File: src/rtl/serial_frame_transmitter.sv
// ---------------------------------------------------------------------------
// serial_frame_transmitter
//   Queues parallel words in a small FIFO and sends each one as a framed
//   synchronous serial burst: a frame strobe (transmission), a generated bit
//   clock (transmission_clock, receiver samples on its rising edge) and a data
//   line (out_data). Width, bit rate, bit order and even parity are set by
//   parameters.
//
// Ports
//   clk                 in   system clock, all logic on posedge
//   rst                 in   asynchronous, active-high reset
//   send                in   push request, sampled on each posedge
//   in_data             in   word pushed when send && ready
//   ready               out  FIFO not full
//   overflow            out  one-cycle pulse: send while !ready, word dropped
//   transmission        out  high for the whole frame
//   transmission_clock  out  bit clock
//   out_data            out  serial data bit
//   busy                out  FSM not idle, or FIFO non-empty
// ---------------------------------------------------------------------------
module serial_frame_transmitter #(
  parameter int DATA_WIDTH = 8,
  parameter int CLK_DIV    = 4,
  parameter bit MSB_FIRST  = 1'b1,
  parameter bit PARITY_EN  = 1'b0,
  parameter int FIFO_DEPTH = 4
) (
  input  logic                  clk,
  input  logic                  rst,
  input  logic                  send,
  input  logic [DATA_WIDTH-1:0] in_data,
  output logic                  ready,
  output logic                  overflow,
  output logic                  transmission,
  output logic                  transmission_clock,
  output logic                  out_data,
  output logic                  busy
);

  localparam int PTR_W = (FIFO_DEPTH > 1) ? $clog2(FIFO_DEPTH) : 1;
  localparam int CNT_W = PTR_W + 1;
  localparam int DIV_W = $clog2(2 * CLK_DIV);
  localparam int BIT_W = (DATA_WIDTH > 1) ? $clog2(DATA_WIDTH) : 1;

  localparam logic [DIV_W-1:0] DIV_LAST = DIV_W'(2 * CLK_DIV - 1);
  localparam logic [DIV_W-1:0] DIV_HALF = DIV_W'(CLK_DIV - 1);
  localparam logic [BIT_W-1:0] BIT_LAST = BIT_W'(DATA_WIDTH - 1);
  localparam logic [CNT_W-1:0] CNT_FULL = CNT_W'(FIFO_DEPTH);

  typedef enum logic [2:0] {S_IDLE, S_LOAD, S_SHIFT, S_PARITY, S_GAP} state_t;

  // -------------------------------------------------------------------------
  // FIFO
  // -------------------------------------------------------------------------
  logic [DATA_WIDTH-1:0] mem [FIFO_DEPTH];
  logic [PTR_W-1:0]      wr_ptr, rd_ptr;
  logic [CNT_W-1:0]      count, count_next;
  logic                  push, pop;
  logic [DATA_WIDTH-1:0] head;
  state_t                state, state_next;

  // ready is already low when full, so a same-edge pop cannot rescue a push.
  assign push = send && ready;
  assign pop  = (state == S_IDLE) && (count != '0);
  assign head = mem[rd_ptr];

  always_comb begin
    count_next = count;
    case ({push, pop})
      2'b10:   count_next = count + CNT_W'(1);
      2'b01:   count_next = count - CNT_W'(1);
      default: count_next = count;
    endcase
  end

  // NOTE: sequential state uses non-blocking assignments so every flop samples
  // the pre-edge values regardless of statement order.
  always_ff @(posedge clk or posedge rst) begin
    if (rst) begin
      wr_ptr   <= '0;
      rd_ptr   <= '0;
      count    <= '0;
      ready    <= 1'b1;
      overflow <= 1'b0;
    end else begin
      if (push) wr_ptr <= wr_ptr + PTR_W'(1);
      if (pop)  rd_ptr <= rd_ptr + PTR_W'(1);
      count    <= count_next;
      ready    <= (count_next < CNT_FULL);
      overflow <= send && !ready;
    end
  end

  // NOTE: the storage array has no reset; emptiness is tracked by count alone,
  // which keeps the array mappable to plain RAM/registers without reset nets.
  always_ff @(posedge clk) begin
    if (push) mem[wr_ptr] <= in_data;
  end

  // -------------------------------------------------------------------------
  // Frame FSM
  // -------------------------------------------------------------------------
  logic [DIV_W-1:0]      div, div_next;
  logic [BIT_W-1:0]      bit_cnt, bit_next;
  logic [DATA_WIDTH-1:0] shreg, shreg_next;
  logic                  parity_bit, parity_next;
  logic                  tx_next, tclk_next, dout_next, busy_next;

  function automatic logic lead_bit(input logic [DATA_WIDTH-1:0] w);
    return MSB_FIRST ? w[DATA_WIDTH-1] : w[0];
  endfunction

  function automatic logic [DATA_WIDTH-1:0] shift_word(input logic [DATA_WIDTH-1:0] w);
    return MSB_FIRST ? (w << 1) : (w >> 1);
  endfunction

  always_ff @(posedge clk or posedge rst) begin
    if (rst) begin
      state              <= S_IDLE;
      div                <= '0;
      bit_cnt            <= '0;
      shreg              <= '0;
      parity_bit         <= 1'b0;
      transmission       <= 1'b0;
      transmission_clock <= 1'b0;
      out_data           <= 1'b0;
      busy               <= 1'b0;
    end else begin
      state              <= state_next;
      div                <= div_next;
      bit_cnt            <= bit_next;
      shreg              <= shreg_next;
      parity_bit         <= parity_next;
      transmission       <= tx_next;
      transmission_clock <= tclk_next;
      out_data           <= dout_next;
      busy               <= busy_next;
    end
  end

  // NOTE: every output of this block is given a default before the case so no
  // path leaves a variable unassigned, which would infer a latch.
  always_comb begin
    state_next  = state;
    div_next    = div;
    bit_next    = bit_cnt;
    shreg_next  = shreg;
    parity_next = parity_bit;
    tx_next     = transmission;
    tclk_next   = transmission_clock;
    dout_next   = out_data;

    case (state)
      S_IDLE: begin
        if (count != '0) begin
          // The word is copied out, so later pushes cannot touch it.
          shreg_next  = head;
          parity_next = ^head;
          state_next  = S_LOAD;
        end
      end

      S_LOAD: begin
        state_next = S_SHIFT;
        tx_next    = 1'b1;
        tclk_next  = 1'b0;
        dout_next  = lead_bit(shreg);
        bit_next   = '0;
        div_next   = '0;
      end

      S_SHIFT, S_PARITY: begin
        if (div == DIV_LAST) begin
          div_next  = '0;
          tclk_next = 1'b0;
          if (state == S_SHIFT && bit_cnt != BIT_LAST) begin
            bit_next   = bit_cnt + BIT_W'(1);
            shreg_next = shift_word(shreg);
            dout_next  = lead_bit(shift_word(shreg));
          end else if (state == S_SHIFT && PARITY_EN) begin
            state_next = S_PARITY;
            dout_next  = parity_bit;
          end else begin
            state_next = S_GAP;
            tx_next    = 1'b0;
            dout_next  = 1'b0;
          end
        end else begin
          div_next  = div + DIV_W'(1);
          // Registered one cycle ahead: high for the last CLK_DIV cycles.
          tclk_next = (div >= DIV_HALF);
        end
      end

      S_GAP: begin
        tx_next   = 1'b0;
        tclk_next = 1'b0;
        dout_next = 1'b0;
        if (div == DIV_LAST) begin
          div_next   = '0;
          state_next = S_IDLE;
        end else begin
          div_next = div + DIV_W'(1);
        end
      end

      default: state_next = S_IDLE;
    endcase

    busy_next = (state_next != S_IDLE) || (count_next != '0);
  end

endmodule

File: config.mk
export PLATFORM = sky130hd
export DESIGN_NAME = serial_frame_transmitter
export DESIGN_NICKNAME = d
export VERILOG_FILES = /design/src/rtl/serial_frame_transmitter.sv
export SDC_FILE = /design/constraint.sdc
export NUM_CORES = 1
export LEC_CHECK = 0
export ABC_CLOCK_PERIOD_IN_PS = 2850
export CAP_MARGIN = 0
export CORE_MARGIN = 1
export CORE_UTILIZATION = 35
export DETAILED_ROUTE_END_ITERATION = 16
export MAX_ROUTING_LAYER = met4
export PLACE_DENSITY_LB_ADDON = 0.08
export REMOVE_ABC_BUFFERS = 1
export SYNTH_ARGS = -nofsm -noshare
export SYNTH_HDL_FRONTEND = slang
export SYNTH_SLANG_ARGS = --single-unit
export TNS_END_PERCENT = 100
File: constraint.sdc
create_clock -name clk -period 2.85 [get_ports clk]
set_input_delay 0.7125 -clock clk [delete_from_list [all_inputs] [get_ports clk]]
set_output_delay 0.7125 -clock clk [all_outputs]
set_load 0.05 [all_outputs]
==> impl_metrics.py <==
metrics = {
    "status": {
        "status": "finished clean",
    },
    "min_path": {
        "min-delay-start": "shreg[2]",
        "hold_end": "shreg[2]",
        "whs_path_depth": 1,
        "min_path_type": "reg2reg",
    },
    "clocking": {
        "numCtsBuffers": 9,
        "ctsHoldBuffers": 0,
        "clk_pin_slew_ns": 0.07,
        "cts_setup_buffers": 0,
        "cts_resized": 0,
        "cts_buffer_depth": 2,
        "tritoncts": "built",
        "clock_latency_ns": 0.34,
        "clockRootBuffer": "clkbuf_8",
        "clock_sinks": 62,
        "h-tree-depth": 3,
    },
    "critical_path": {
        "r2r_end": "busy",
        "cp-end-kind": "primary output",
        "slowest_stage": "clkdlybuf4s50_1",
        "crit_buf_inv": 1,
        "worstPathRequired_ns": 2.14,
        "crit_arrival_ns": 1.74,
        "crit_cells": 1,
        "cp_top_family": "buffers and inverters",
        "cp_max_fo": 7,
        "worstSetupStartpointType": "register",
        "cp_cell_sequence": "clkdlybuf4s50_1",
        "r2r-start": "count[0]",
        "critPathKind": "reg2out",
        "reg2regPathDepth": 9,
        "slowest_delay_ns": 0.82,
        "r2r_slack_ns": 0.61,
    },
    "logic_synthesis": {
        "synthTopCellsByArea": "edfxtp_1 (33%), dfrtp_1 (25%), mux2i_1 (5.6%), ha_1 (3.9%), a21oi_1 (2.8%)",
        "yosysWarnings": 0,
        "avgSynthCellArea_um2": 13.3,
        "synth_seq_cells": 62,
        "synth_top_area_share": 0.333,
        "synth_cells": 217,
        "ys.flop_type": "edfxtp_1",
        "synth-edff-count": 32,
        "yosysTopAreaCell": "edfxtp_1",
        "ys_seq_area_frac": 0.594,
        "synth_most_common_cell": "edfxtp_1",
        "synthArstFlopShare": 0.484,
        "synthTopCellsByCount": "edfxtp_1 (32), dfrtp_1 (29), a21oi_1 (16), mux2i_1 (16), o21ai_0 (14)",
        "syn_area_um2": 2880,
        "synth_cell_types": 45,
    },
    "sta": {
        "timing.final.hold_violations": 0,
        "slew_headroom": 0.513,
        "period_minus_slack_ns": 2.45,
        "tightestPinTransition_ns": 0.730,
        "skew_ns": 0.00438,
        "rsz0062_at_grt": "false",
        "tns_ns": 0,
        "fin_ws_ns": 0.395,
        "fmax_ghz": 0.407,
        "setup_viol": 0,
        "fin_crit_sh": 0.861,
        "slew_violations": 0,
    },
    "flow_run": {
        "drv_cap": 0,
    },
    "place": {
        "dp_hpwl_um": 3550,
        "routabilityCongestion": 0.734,
        "place_area_um2": 3120,
        "post-place-ws_ns": 0.124,
        "portBuffers": 16,
    },
    "route": {
        "drc": 0,
        "vias": 1742,
        "viasPerCell": 5.03,
        "drtIter0Drc": 87,
        "dr.pass1.iters": 4,
        "detail-route-antenna-nets": 0,
        "wl_per_cell_um": 15.7,
        "wl_um": 5420,
    },
    "power_and_ir_drop": {
        "power.leakage_nw": 1.38,
        "powerDensity_nw_per_um2": 713,
        "ir_drop_v": 0.000419,
    },
    "floorplan": {
        "die_w_um": 92.7,
        "core_um2": 7850,
        "core.rowCount": 32,
        "fp.dieArea_um2": 8600,
        "initial_utilization": 0.367,
        "ioPinCount": 17,
        "die_y_um": 92.7,
    },
    "global_route": {
        "grt_overflow": 0,
        "grt_max_degree": 31,
        "grt_pass1_vias": 1708,
        "grt.total_usage": 0.145,
        "antenna_found_initial": 0,
        "grt_first_pass_wirelength_um": 8920,
    },
    "final_layout": {
        "fin_util": 0.428,
        "num-nets-final": 260,
        "design_area_um2": 3360,
        "diodes": 0,
        "area_growth_pct": 16.5,
        "drive_above_1_share": 0.135,
    },
}
## worst reg2reg max path, cell delays in order (launching register included)
cell and delay [ns]:
dfrtp_1 0.46, nor3_4 0.10, nor4_4 0.27, ha_1 0.26
inv_1 0.06, fa_1 0.37, xor2_1 0.15, nor2_1 0.13
xnor2_1 0.19, nand4bb_1 0.13
## metrics by stage
stage	cells	hold WS (ns)	power, mW
4_1_cts	346	0.496	2.43
5_1_grt	346	0.523	2.52
6_report	346	0.498	2.40
3_5_place_dp	330	0.479	1.50
3_3_place_gp	330	0.473	1.50
2_1_floorplan	207	0.461	1.38
## registers in the layout, summed over array words and instances (netlist names), 2 cells and up
signal   flops
shreg        8
state        3
count        3
mem         32
div          3
rd_ptr       2
bit_cnt      3
wr_ptr       2
## how the worst max path moves through the flow
| stage | from | endpoint | slack, ns |
|---|---|---|---|
| 4_1_cts | ready | ready | 0.37 |
| 3_5_place_dp | send | busy | 0.12 |
| 3_3_place_gp | send | busy | 0.17 |
| 2_1_floorplan | state[2] | busy | 0.61 |
| 5_1_grt | send | busy | 0.29 |
| 6_report | ready | ready | 0.40 |
## routing by layer
| metal | up-vias | global-route usage | wire length, µm |
|---|---|---|---|
| li1 | 859 | - | - |
| met1 | 853 | 0.206 | 2890 |
| met2 | 22 | 0.193 | 2320 |
| met3 | 8 | 0.0304 | 135 |
| met4 | 0 | 0.0808 | 82 |
| met5 | - | - | 0 |
## cells by family after synthesis
logic type / after synthesis / share of synthesized area
simple gates: 46 / 0.0994
fa+ha+maj: 10 / 0.0460
flops: 62 / 0.594
compound gates: 53 / 0.118
xor+xnor: 7 / 0.0213
mux: 21 / 0.0803
buf+inv: 18 / 0.0404
## cells in the final DEF, fill, tap and decap left out, drive strengths merged, types with 5 or more instances in the layout
master and count:
a21oi 16, a32o 6, buf 5, clkbuf 10
clkdlybuf4s50 16, dfrtp 29, edfxtp 32, ha 9
inv 8, mux2i 17, nand2 11, nand3 8
nor2 8, nor2b 5, o21ai 15
## layout make-up
class | instances | area, µm²
fillers | 746 | 4490
flip-flops and latches | 62 | 1710
multi-input cells | 137 | 1050
repair buffers | 21 | 198
clock buffers | 10 | 128
well taps | 102 | 128
clock inverters | 6 | 110
inverters | 8 | 30.0
## power breakdown
part	internal [mW]	total [mW]	switching, mW
Clock	0.579	0.920	0.340
Combinational	0.128	0.327	0.198
Sequential	1.07	1.15	0.0764
Power figures use the tool's default switching activity.
